**src/rtl/keypad_pkg.sv**
```systemverilog
// rtl/keypad_pkg.sv - shared constants and state encoding for the keypad entry block
package keypad_pkg;

    localparam int MAX_DIGITS = 8;
    localparam int DIGIT_W    = 4;
    localparam int CNT_W      = 16;

    // One-hot debounce state encoding
    localparam logic [3:0] ST_IDLE       = 4'b0001;
    localparam logic [3:0] ST_PRESS_WAIT = 4'b0010;
    localparam logic [3:0] ST_HELD       = 4'b0100;
    localparam logic [3:0] ST_REL_WAIT   = 4'b1000;

    function automatic logic [31:0] shift_in_digit(input logic [31:0] value,
                                                   input logic [DIGIT_W-1:0] d);
        return {value[31-DIGIT_W:0], d};
    endfunction

endpackage

```
**src/rtl/key_debounce.sv**
```systemverilog
// rtl/key_debounce.sv - press/release debouncer producing a single accept per key press
module key_debounce #(
    parameter int DEBOUNCE_CYCLES = 16
) (
    input  logic       clk,
    input  logic       rst,
    input  logic       key_pressed,
    input  logic [3:0] key_val,
    output logic       accept,
    output logic [3:0] code
);
    import keypad_pkg::*;

    localparam logic [CNT_W-1:0] LAST = CNT_W'(DEBOUNCE_CYCLES - 1);

    logic [3:0]       state;
    logic [CNT_W-1:0] cnt;

    // Accept is decoded from the accepting edge itself so the parent can
    // register the digit and its strobe on that same edge.
    always_comb begin
        accept = (state == ST_PRESS_WAIT) && key_pressed && (cnt == LAST);
        code   = key_val;
    end

    always_ff @(posedge clk) begin
        if (rst) begin
            state <= ST_IDLE;
            cnt   <= '0;
        end else begin
            case (state)
                ST_IDLE: begin
                    if (key_pressed) begin
                        state <= ST_PRESS_WAIT;
                        cnt   <= CNT_W'(1);
                    end
                end
                ST_PRESS_WAIT: begin
                    if (!key_pressed) begin
                        state <= ST_IDLE;
                    end else if (cnt == LAST) begin
                        state <= ST_HELD;
                    end else begin
                        cnt <= cnt + CNT_W'(1);
                    end
                end
                ST_HELD: begin
                    if (!key_pressed) begin
                        state <= ST_REL_WAIT;
                        cnt   <= CNT_W'(1);
                    end
                end
                ST_REL_WAIT: begin
                    if (key_pressed) begin
                        state <= ST_HELD;
                    end else if (cnt == LAST) begin
                        state <= ST_IDLE;
                    end else begin
                        cnt <= cnt + CNT_W'(1);
                    end
                end
                default: begin
                    state <= ST_IDLE;
                    cnt   <= '0;
                end
            endcase
        end
    end

endmodule

```
**src/rtl/keypad_entry_ctrl.sv**
```systemverilog
// rtl/keypad_entry_ctrl.sv - hex keypad entry buffer with commit handshake
module keypad_entry_ctrl #(
    parameter int DEBOUNCE_CYCLES = 16,
    parameter int MAX_DIGITS      = 8
) (
    input  logic        clk,
    input  logic        rst,
    input  logic        key_pressed,
    input  logic [3:0]  key_val,
    input  logic        enter,
    input  logic        clear,
    input  logic        out_ready,
    output logic [31:0] entry,
    output logic [3:0]  digit_cnt,
    output logic        full,
    output logic        key_strobe,
    output logic [31:0] out_value,
    output logic        out_valid,
    output logic        overrun
);
    import keypad_pkg::DIGIT_W;
    import keypad_pkg::shift_in_digit;

    localparam logic [3:0] FULL_CNT = 4'(MAX_DIGITS);

    logic               accept;
    logic [DIGIT_W-1:0] digit;

    logic [31:0] entry_nxt;
    logic [3:0]  cnt_nxt;
    logic [31:0] value_nxt;
    logic        valid_nxt;
    logic        overrun_nxt;

    key_debounce #(
        .DEBOUNCE_CYCLES(DEBOUNCE_CYCLES)
    ) u_debounce (
        .clk        (clk),
        .rst        (rst),
        .key_pressed(key_pressed),
        .key_val    (key_val),
        .accept     (accept),
        .code       (digit)
    );

    // Priority: clear, then enter, then digit insert; a digit colliding with
    // clear or enter is dropped but still strobes.
    always_comb begin
        entry_nxt   = entry;
        cnt_nxt     = digit_cnt;
        value_nxt   = out_value;
        valid_nxt   = out_valid;
        overrun_nxt = 1'b0;
        if (out_valid && out_ready) begin
            valid_nxt = 1'b0;
        end
        if (clear) begin
            entry_nxt = '0;
            cnt_nxt   = '0;
        end else if (enter) begin
            if (digit_cnt != 4'd0) begin
                if (!out_valid || out_ready) begin
                    value_nxt = entry;
                    valid_nxt = 1'b1;
                    entry_nxt = '0;
                    cnt_nxt   = '0;
                end else begin
                    overrun_nxt = 1'b1;
                end
            end
        end else if (accept && (digit_cnt != FULL_CNT)) begin
            entry_nxt = shift_in_digit(entry, digit);
            cnt_nxt   = digit_cnt + 4'd1;
        end
    end

    always_ff @(posedge clk) begin
        if (rst) begin
            entry      <= '0;
            digit_cnt  <= '0;
            full       <= 1'b0;
            key_strobe <= 1'b0;
            out_value  <= '0;
            out_valid  <= 1'b0;
            overrun    <= 1'b0;
        end else begin
            entry      <= entry_nxt;
            digit_cnt  <= cnt_nxt;
            full       <= (cnt_nxt == FULL_CNT);
            key_strobe <= accept;
            out_value  <= value_nxt;
            out_valid  <= valid_nxt;
            overrun    <= overrun_nxt;
        end
    end

endmodule

```
**config.mk**
```make
export PLATFORM = sky130hd
export DESIGN_NAME = keypad_entry_ctrl
export DESIGN_NICKNAME = d
export VERILOG_FILES = /design/src/rtl/keypad_pkg.sv /design/src/rtl/key_debounce.sv /design/src/rtl/keypad_entry_ctrl.sv
export SDC_FILE = /design/constraint.sdc
export NUM_CORES = 1
export LEC_CHECK = 0
export CAP_MARGIN = 25
export CORE_ASPECT_RATIO = 1.2
export CORE_MARGIN = 4
export CORE_UTILIZATION = 55
export DETAILED_ROUTE_END_ITERATION = 10
export PLACE_DENSITY = 0.93
export SETUP_SLACK_MARGIN = 0.02
export SLEW_MARGIN = 20
export SYNTH_ARGS = -nofsm -noshare
export SYNTH_HDL_FRONTEND = slang
export SYNTH_HIERARCHICAL = 1
export SYNTH_SLANG_ARGS = --single-unit
```
**constraint.sdc**
```tcl
create_clock -name clk -period 4.85 [get_ports clk]
set_input_delay 0.97 -clock clk [delete_from_list [all_inputs] [get_ports clk]]
set_output_delay 0.97 -clock clk [all_outputs]
set_load 0.02 [all_outputs]
```
# Yosys cells after proc, flatten, opt, wreduce, memory -nomap -nowiden
# Cells that the tools add are included.
# word_totals
register_bits	92
out_inout_bits	72
elab_cells	71
# classes
addsub	2
n_eq_ne	15
mux	28
n_bitwise	3
n_reduce_logical	14
# op_table
cell	n
two-way mux 32 bit	4
two-way mux 16 bit	5
case mux 16 bit (4 select lines)	1
two-way mux 4 bit	11
adder 16 x 1 -> 16 bit (second input constant)	1
== test 16 x 4 -> 1 bit (second input constant)	1
case mux 4 bit (4 select lines)	1
AND reduction 4 bit	3
== test 4 bit (second input constant)	2
!= test 2 bit (second input constant)	4
two-way mux 1 bit	6
adder 4 x 1 -> 4 bit (second input constant)	1
== test 4 x 1 -> 1 bit (second input constant)	1
== test 4 x 2 -> 1 bit (second input constant)	1
== test 4 x 3 -> 1 bit (second input constant)	1
logical AND 1 bit	4
!= test 2 x 1 -> 1 bit (second input constant)	2
!= test 4 bit (second input constant)	1
nonzero test 4 bit	1
OR reduction 4 bit	1
!= test 3 x 2 -> 1 bit (second input constant)	1
!= test 3 bit (second input constant)	1
NOT 1 bit	3
AND reduction 3 bit	1
other kinds (4)	4

# Depth between registers and ports, before layout
# Gate-level depths: netlist (run 1).
# logic_depth
ltp_word	8
ltp_mapped	9
mapped_depth_nobuf	8

# By module
# The synthesis (run 1) kept the hierarchy.
# modules_own_cells
module	instances	cells_each	area_per_inst_um2	seq_area_each_um2
keypad_entry_ctrl	1	332	2758.9	1441.4
key_debounce	1	164	1295.0	400.4

# Least setup slack after synthesis (run 1)
# OpenSTA, ideal clock, no wires.
# synth_path
path_kind	in2reg
startpoint	input port key_pressed
endpoint	register full
setup_ps	134
arrival_time_ps	2517
setup_slack_ps	2200
cell_stages	7
n_path_buf	1
cell_sequence	clkbuf_1 -> nand2_1 -> nor4_1 -> nor2b_1 -> a211oi_1 -> a2111oi_0 -> nor4b_1
# synth_via
elab_chain_len	7
# synth_lines
element	line	source
from (decl)	keypad_entry_ctrl.sv:8	input logic key_pressed,
logical AND 1 bit (2 in a row)	key_debounce.sv:22	accept = (state == ST_PRESS_WAIT) && key_pressed && (cnt == LAST);
net accept	keypad_entry_ctrl.sv:26	logic accept;
logical AND 1 bit	keypad_entry_ctrl.sv:71	end else if (accept && (digit_cnt != FULL_CNT)) begin
two-way mux 4 bit	keypad_entry_ctrl.sv:71	
two-way mux 4 bit	keypad_entry_ctrl.sv:60	end else if (enter) begin
two-way mux 4 bit	keypad_entry_ctrl.sv:57	if (clear) begin
== test 4 bit	keypad_entry_ctrl.sv:89	full <= (cnt_nxt == FULL_CNT);
to (signal assigned)	keypad_entry_ctrl.sv:89	
to (decl)	keypad_entry_ctrl.sv:15	output logic full,
# The timed path passes the listed nets, and every way through them passes these cells.
# A chain may end at the register's enable or synchronous reset.

# Final worst setup path (run 1)
# layout_path
startpoint	input port enter
endpoint	register out_value[2]
# layout_via
elab_chain_len	1
# layout_lines
element	line	source
from (decl)	keypad_entry_ctrl.sv:10	input logic enter,
AND reduction 4 bit (no line)	-	
to (signal assigned)	keypad_entry_ctrl.sv:91	out_value <= value_nxt;
to (decl)	keypad_entry_ctrl.sv:17	output logic [31:0] out_value,
# Every way passes these cells.

==> metrics.txt, run 1 <==
status=finished, final reports clean; distinct cell type count after synthesis=59; HPWL Detailed=6850 um; async set-or-reset flop fraction in the synthesized netlist=0%; CTS Root Buffer Type=clkbuf_8; post-cts sizing count=0; total number of yosys warnings=6; core area=7230 um2; routed wire length=9910 um; Hold WS=0.460 ns; syn nets=509; Final TNS setup=0 ns; Power Dens Cells=263 nW/um2; Rel. slew slack=29.8%; placed inst area=4780 um2; Hold Vio Cnt, Final=0; routed vias/inst=5.92; DRT Pass-1 Iters=5; Clock H-tree levels=3; DRT iter0 DRCs=229; I/O pins=82; flops & latches, synth=92; Total Routing Usage GR=22.4%; Leakage=1.56 nW; P&R area growth vs syn=22.9%; EDFF count, synth=0; Syn Area/Cell=8.17 um2; CP Max Fanout=36; RSZ-0062 raised after global routing=false; CTS tree=yes; gpl congestion=0.936; die area=8810 um2; worst ir drop on vdd=0.163 mV; Wirelength per Cell=15.3 um; Worst-Skew Late Latency=0.36 ns; CTS sink count=92; clock skew=0.0146 ns; Final ANT Viol Nets=0; Setup crit start kind=input pin; Slew @ Worst Pin=1.05 ns; final worst path period need=3.19 ns; WS Path Type=in -> reg; vias=3836; Main synth FF type=dfxtp_1; share of cells above drive strength 1=5.73%; fin. max-slew vios=0; GRT overflow=0; buffer depth of the longest clock path=2; vias in the first global route=3543; Worst Path Required=5.08 ns; number of max-cap violations=0; CP arrival=3.42 ns; setup bufs post-CTS=0; Mapped Area=4050 um2; Starting Density=56.1%; fillers=551; Final period util=65.8%; fin area=4980 um2; CP Capture Type=flop; CTS Hold Bufs=0; largest net degree at the start of global routing=51; row count=34; TritonCTS Buffers=9; Die Height=102 um; FMAX=313 MHz; Die W=86.4 um; DRC=0; Tightest Hold Check Type=reg -> reg; final net count=566; Antenna Cells=0; post-synthesis sequential area ratio=45.4%; Mapped Cells=496; final setup fails=0; port bufs=81; first-pass GRT wire length=16200 um; Clock transition at path regs=0.10 ns; initial antenna violation count=0
metrics by stage:
stage / instances / worst slack, ns / power (mW) / util (%)
6_report: 648 / 1.66 / 1.31 / 68.9
5_1_grt: 648 / 1.45 / 1.37 / 68.9
4_1_cts: 647 / 1.52 / 1.32 / 68.7
3_5_place_dp: 631 / 1.17 / 0.838 / 66.1
3_3_place_gp: 631 / 1.27 / 0.836 / 66.1
2_1_floorplan: 496 / 2.20 / 0.824 / -
kinds of logic after synthesis:
group           count (synthesis)  synth area share, %
simple gates                  224                 26.9
compound gates                125                 19.0
flops                          92                 45.4
buf+inv                        46                 6.36
fa+ha+maj                       4                 1.17
xor+xnor                        3                0.648
mux                             2                0.494
synthesized netlist by cell type, types with 4 or more instances:
| master | instances | share of area, % |
|---|---|---|
| nand4_1 | 4 | 0.62 |
| nand2b_1 | 7 | 1.1 |
| nand2_1 | 113 | 10 |
| buf_2 | 11 | 1.4 |
| nor3_1 | 6 | 0.74 |
| dfxtp_1 | 92 | 45 |
| o31ai_1 | 4 | 0.74 |
| and3_1 | 4 | 0.62 |
| o21ai_0 | 7 | 0.86 |
| nand3_1 | 42 | 5.2 |
| clkbuf_1 | 12 | 1.1 |
| buf_6 | 7 | 1.9 |
| buf_4 | 5 | 0.93 |
| nor2b_1 | 6 | 0.93 |
| or4_1 | 5 | 0.93 |
| a311oi_1 | 5 | 1.1 |
| nor4_1 | 8 | 1.2 |
| inv_1 | 7 | 0.65 |
| nor2_1 | 10 | 0.93 |
| a21oi_1 | 80 | 9.9 |
| a211oi_1 | 4 | 0.74 |
path summary, 6_finish.rpt:
kind | from | end | slack (ns) | cells past startpoint
worst max-delay path | enter | out_value[2]$_SDFFE_PP0P_ | 1.66 | 5
worst min-delay path | out_value[19]$_SDFFE_PP0P_ | out_value[19]$_SDFFE_PP0P_ | 0.46 | 2
worst max register to register | u_debounce/cnt[5]$_SDFFE_PP0P_ | entry[10]$_SDFFE_PP0P_ | 1.76 | 8
worst min register to register | out_value[19]$_SDFFE_PP0P_ | out_value[19]$_SDFFE_PP0P_ | 0.46 | 2
registers in the layout, indices dropped and copies added (netlist names):
name,flops
digit_cnt,4
entry,32
full,1
key_strobe,1
out_valid,1
out_value,32
overrun,1
u_debounce/cnt,16
u_debounce/state,4
cells in the final DEF, fill, tap and decap left out, types with 3 or more instances in the layout:
cell type,instances
and3_1,4
nor2_1,10
nand3_1,42
a31oi_1,3
a211oi_1,4
a21boi_1,3
o31ai_1,4
a21oi_1,80
inv_1,7
clkdlybuf4s50_1,80
nor3_1,6
nand4_1,4
clkbuf_8,9
or4_1,5
a311oi_1,5
ha_1,3
nor2b_1,6
inv_6,3
o21ai_0,7
nand2b_1,7
nor4_1,8
nand2_1,113
dfxtp_1,92
critical path, cell delays in order:
cell and delay (ns):
clkdlybuf4s50_1 0.67, inv_2 0.34, or4_1 1.09, nand2_1 0.26, a21oi_1 0.09
routing by layer:
layer | GRT usage (%) | vias to the layer above | routed length (um)
met5 | 0 | - | 0
met4 | 8.39 | 0 | 153
met3 | 4.03 | 19 | 687
met2 | 39.0 | 160 | 5020
met1 | 27.5 | 1804 | 4050
li1 | - | 1853 | -
final cells by class:
type                    instances  area, um2  share of cell area (%)
clock inverters                 7       67.6                    1.36
well taps                      90        113                    2.26
clock buffers                   9        124                    2.49
inverters                       8       30.0                   0.603
repair buffers                 84        832                    16.7
multi-input cells             358       1970                    39.6
flip-flops and latches         92       1840                    37.0
power breakdown:
| part | internal (mW) | switching, mW | total, mW |
|---|---|---|---|
| sequential | 0.757 | 0.00554 | 0.763 |
| combinational | 0.0199 | 0.0397 | 0.0596 |
| clock | 0.200 | 0.290 | 0.489 |
| total | 0.977 | 0.335 | 1.31 |
(Power assumes the default switching activity.)
==> run 2, diff against run 1 <==
--- a/config.mk
+++ b/config.mk
@@ -8,9 +8,9 @@
 export CAP_MARGIN = 25
 export CORE_ASPECT_RATIO = 1.2
 export CORE_MARGIN = 4
-export CORE_UTILIZATION = 55
+export CORE_UTILIZATION = 51
 export DETAILED_ROUTE_END_ITERATION = 10
-export PLACE_DENSITY = 0.93
+export PLACE_DENSITY = 0.87
 export SETUP_SLACK_MARGIN = 0.02
 export SLEW_MARGIN = 20
 export SYNTH_ARGS = -nofsm -noshare
==> constraint.sdc (replaced) <==
create_clock -name clk -period 3 [get_ports clk]
set_input_delay 0.6 -clock clk [delete_from_list [all_inputs] [get_ports clk]]
set_output_delay 0.6 -clock clk [all_outputs]
set_load 0.02 [all_outputs]
==> run 2 against run 1 <==
Compared with the run above: clock skew rose by 0.00052 ns; sequential power is 61% higher; design area up 1.6%; global-route usage is 0.58 points lower; clock-buffer cell count unchanged; first-iteration DRC count grew 6.1%; critical endpoint is now full$_SDFF_PP0_; highest routed layer unchanged.
==> metrics.txt, run 2 (synthesized netlist as in run 1, its figures left out) <==
Clock H-tree levels=3; routed wire length=10000 um; CP Cell Sequence=nor4_1 -> nand4_1 -> nor4_1 -> buf_4 -> nor2b_1 -> a211oi_1 -> a2111oi_0 -> nor4b_1; Die Height=106 um; initial antenna violation count=0; fillers=623; met3 wire length=643 um; GRT overflow=0; CP Max Fanout=5; Total Routing Usage GR=21.8%; routed vias/inst=5.85; Largest regs=entry: 32 flops, out_value: 32 flops, u_debounce/cnt: 16 flops; Clock transition at path regs=0.10 ns; TritonCTS Buffers=9; CTS Hold Bufs=0; clock skew=0.0151 ns; CP arrival=2.80 ns; Hold Vio Cnt, Final=0; DRT iter0 DRCs=243; CP delay by family, top=simple AND/OR/NAND/NOR gates; die area=9440 um2; CTS Root Buffer Type=clkbuf_8; row count=35; most frequent CP cell=nor4_1; number of max-cap violations=0; largest net degree at the start of global routing=40; post-cts sizing count=0; FMAX=388 MHz; Slew @ Worst Pin=0.817 ns; RSZ-0062 raised after global routing=false; setup bufs post-CTS=0; Antenna Cells=0; Top Metal Used=met4; Final ANT Viol Nets=0; CP Capture Type=flop; CTS sink count=92; HPWL Detailed=6980 um; Starting Density=52.6%; final worst path period need=2.58 ns; Wirelength per Cell=15.3 um; Final TNS setup=0 ns; Setup crit start kind=flop; vias=3839; CP peak stage delay=0.48 ns; gpl congestion=0.890; Leakage=1.60 nW; port bufs=81; status=finished, final reports clean; Worst-Skew Late Latency=0.37 ns; DRC=0; Rel. slew slack=45.0%; commonest non-fill, non-tap cells in the layout=nand2_1, dfxtp_1, a21oi_1, clkdlybuf4s50_1, nand3_1; CTS tree=yes; core area=7710 um2; Worst Path Required=3.22 ns; fin. max-slew vios=0; final net count=572; final setup fails=0; met2 WL=4990 um; Final period util=85.9%; commonest non-fill, non-tap cell in the layout=nand2_1; P&R area growth vs syn=24.9%; worst path bufs/invs=1; WS Path Type=reg -> reg; Power Dens Cells=438 nW/um2; buffer depth of the longest clock path=2; crit path max-delay cell type=a2111oi_0; DRT Pass-1 Iters=5; vias in the first global route=3608; Tightest Hold Check Type=reg -> reg; share of cells above drive strength 1=6.74%; Hold WS=0.458 ns; metal1 wirelength=4200 um; worst ir drop on vdd=0.277 mV; Die W=89.4 um; first-pass GRT wire length=16700 um; I/O pins=82
run 2: cell types whose count changed in the layout (fill, tap and decap cells not counted), sizes merged:
cell	delta
buf	+6
bufinv	+1
inv	-1
run 2: power breakdown:
| part | switching, mW | internal, mW | total, mW |
|---|---|---|---|
| clock | 0.481 | 0.407 | 0.887 |
| combinational | 0.0652 | 0.0339 | 0.0991 |
| sequential | 0.00845 | 1.22 | 1.23 |
run 2: routing by layer:
metal | up-vias | GRT usage, %
met5 | - | 0
met4 | 0 | 8.30
met3 | 18 | 3.13
met2 | 138 | 36.6
met1 | 1814 | 27.7
li1 | 1869 | -
run 2: worst paths after layout:
kind	startpoint	to	slack, ns	cells past startpoint
max	u_debounce/cnt[5]$_SDFFE_PP0P_	full$_SDFF_PP0_	0.42	8
min	out_value[17]$_SDFFE_PP0P_	out_value[17]$_SDFFE_PP0P_	0.46	2
max reg2reg	u_debounce/cnt[5]$_SDFFE_PP0P_	full$_SDFF_PP0_	0.42	8
min reg2reg	out_value[17]$_SDFFE_PP0P_	out_value[17]$_SDFFE_PP0P_	0.46	2
run 2: area by class of cell:
| type | instances | area, um2 | share of cell area [%] |
|---|---|---|---|
| multi-input cells | 358 | 1970 | 39.0 |
| flip-flops and latches | 92 | 1840 | 36.4 |
| repair buffers | 90 | 886 | 17.5 |
| clock buffers | 9 | 124 | 2.45 |
| well taps | 92 | 115 | 2.27 |
| clock inverters | 7 | 92.6 | 1.83 |
| inverters | 8 | 30.0 | 0.593 |
run 2: worst register-to-register path: stages, from the launching register on:
cell and delay (ns):
dfxtp_1 0.36, nor4_1 0.45, nand4_1 0.21, nor4_1 0.27
buf_4 0.17, nor2b_1 0.27, a211oi_1 0.14, a2111oi_0 0.48
nor4b_1 0.10
run 2: stage by stage:
stage	util, %	power (mW)	worst slack [ns]	cell area, um2	cells
floorplan	-	1.33	0.590	4050	496
global placement	62.9	1.36	0.172	4850	640
detailed placement	62.9	1.36	0.106	4850	640
CTS	65.7	2.24	0.438	5060	656
global route	65.7	2.29	0.188	5060	656
finish	65.7	2.22	0.422	5060	656
==> run 3, diff against run 2 <==
--- a/config.mk
+++ b/config.mk
@@ -17,3 +17,4 @@
 export SYNTH_HDL_FRONTEND = slang
 export SYNTH_HIERARCHICAL = 1
 export SYNTH_SLANG_ARGS = --single-unit
+export TNS_END_PERCENT = 50
==> results of run 3 <==
No change in the layout: final DEF, timing and power equal those of run 2.
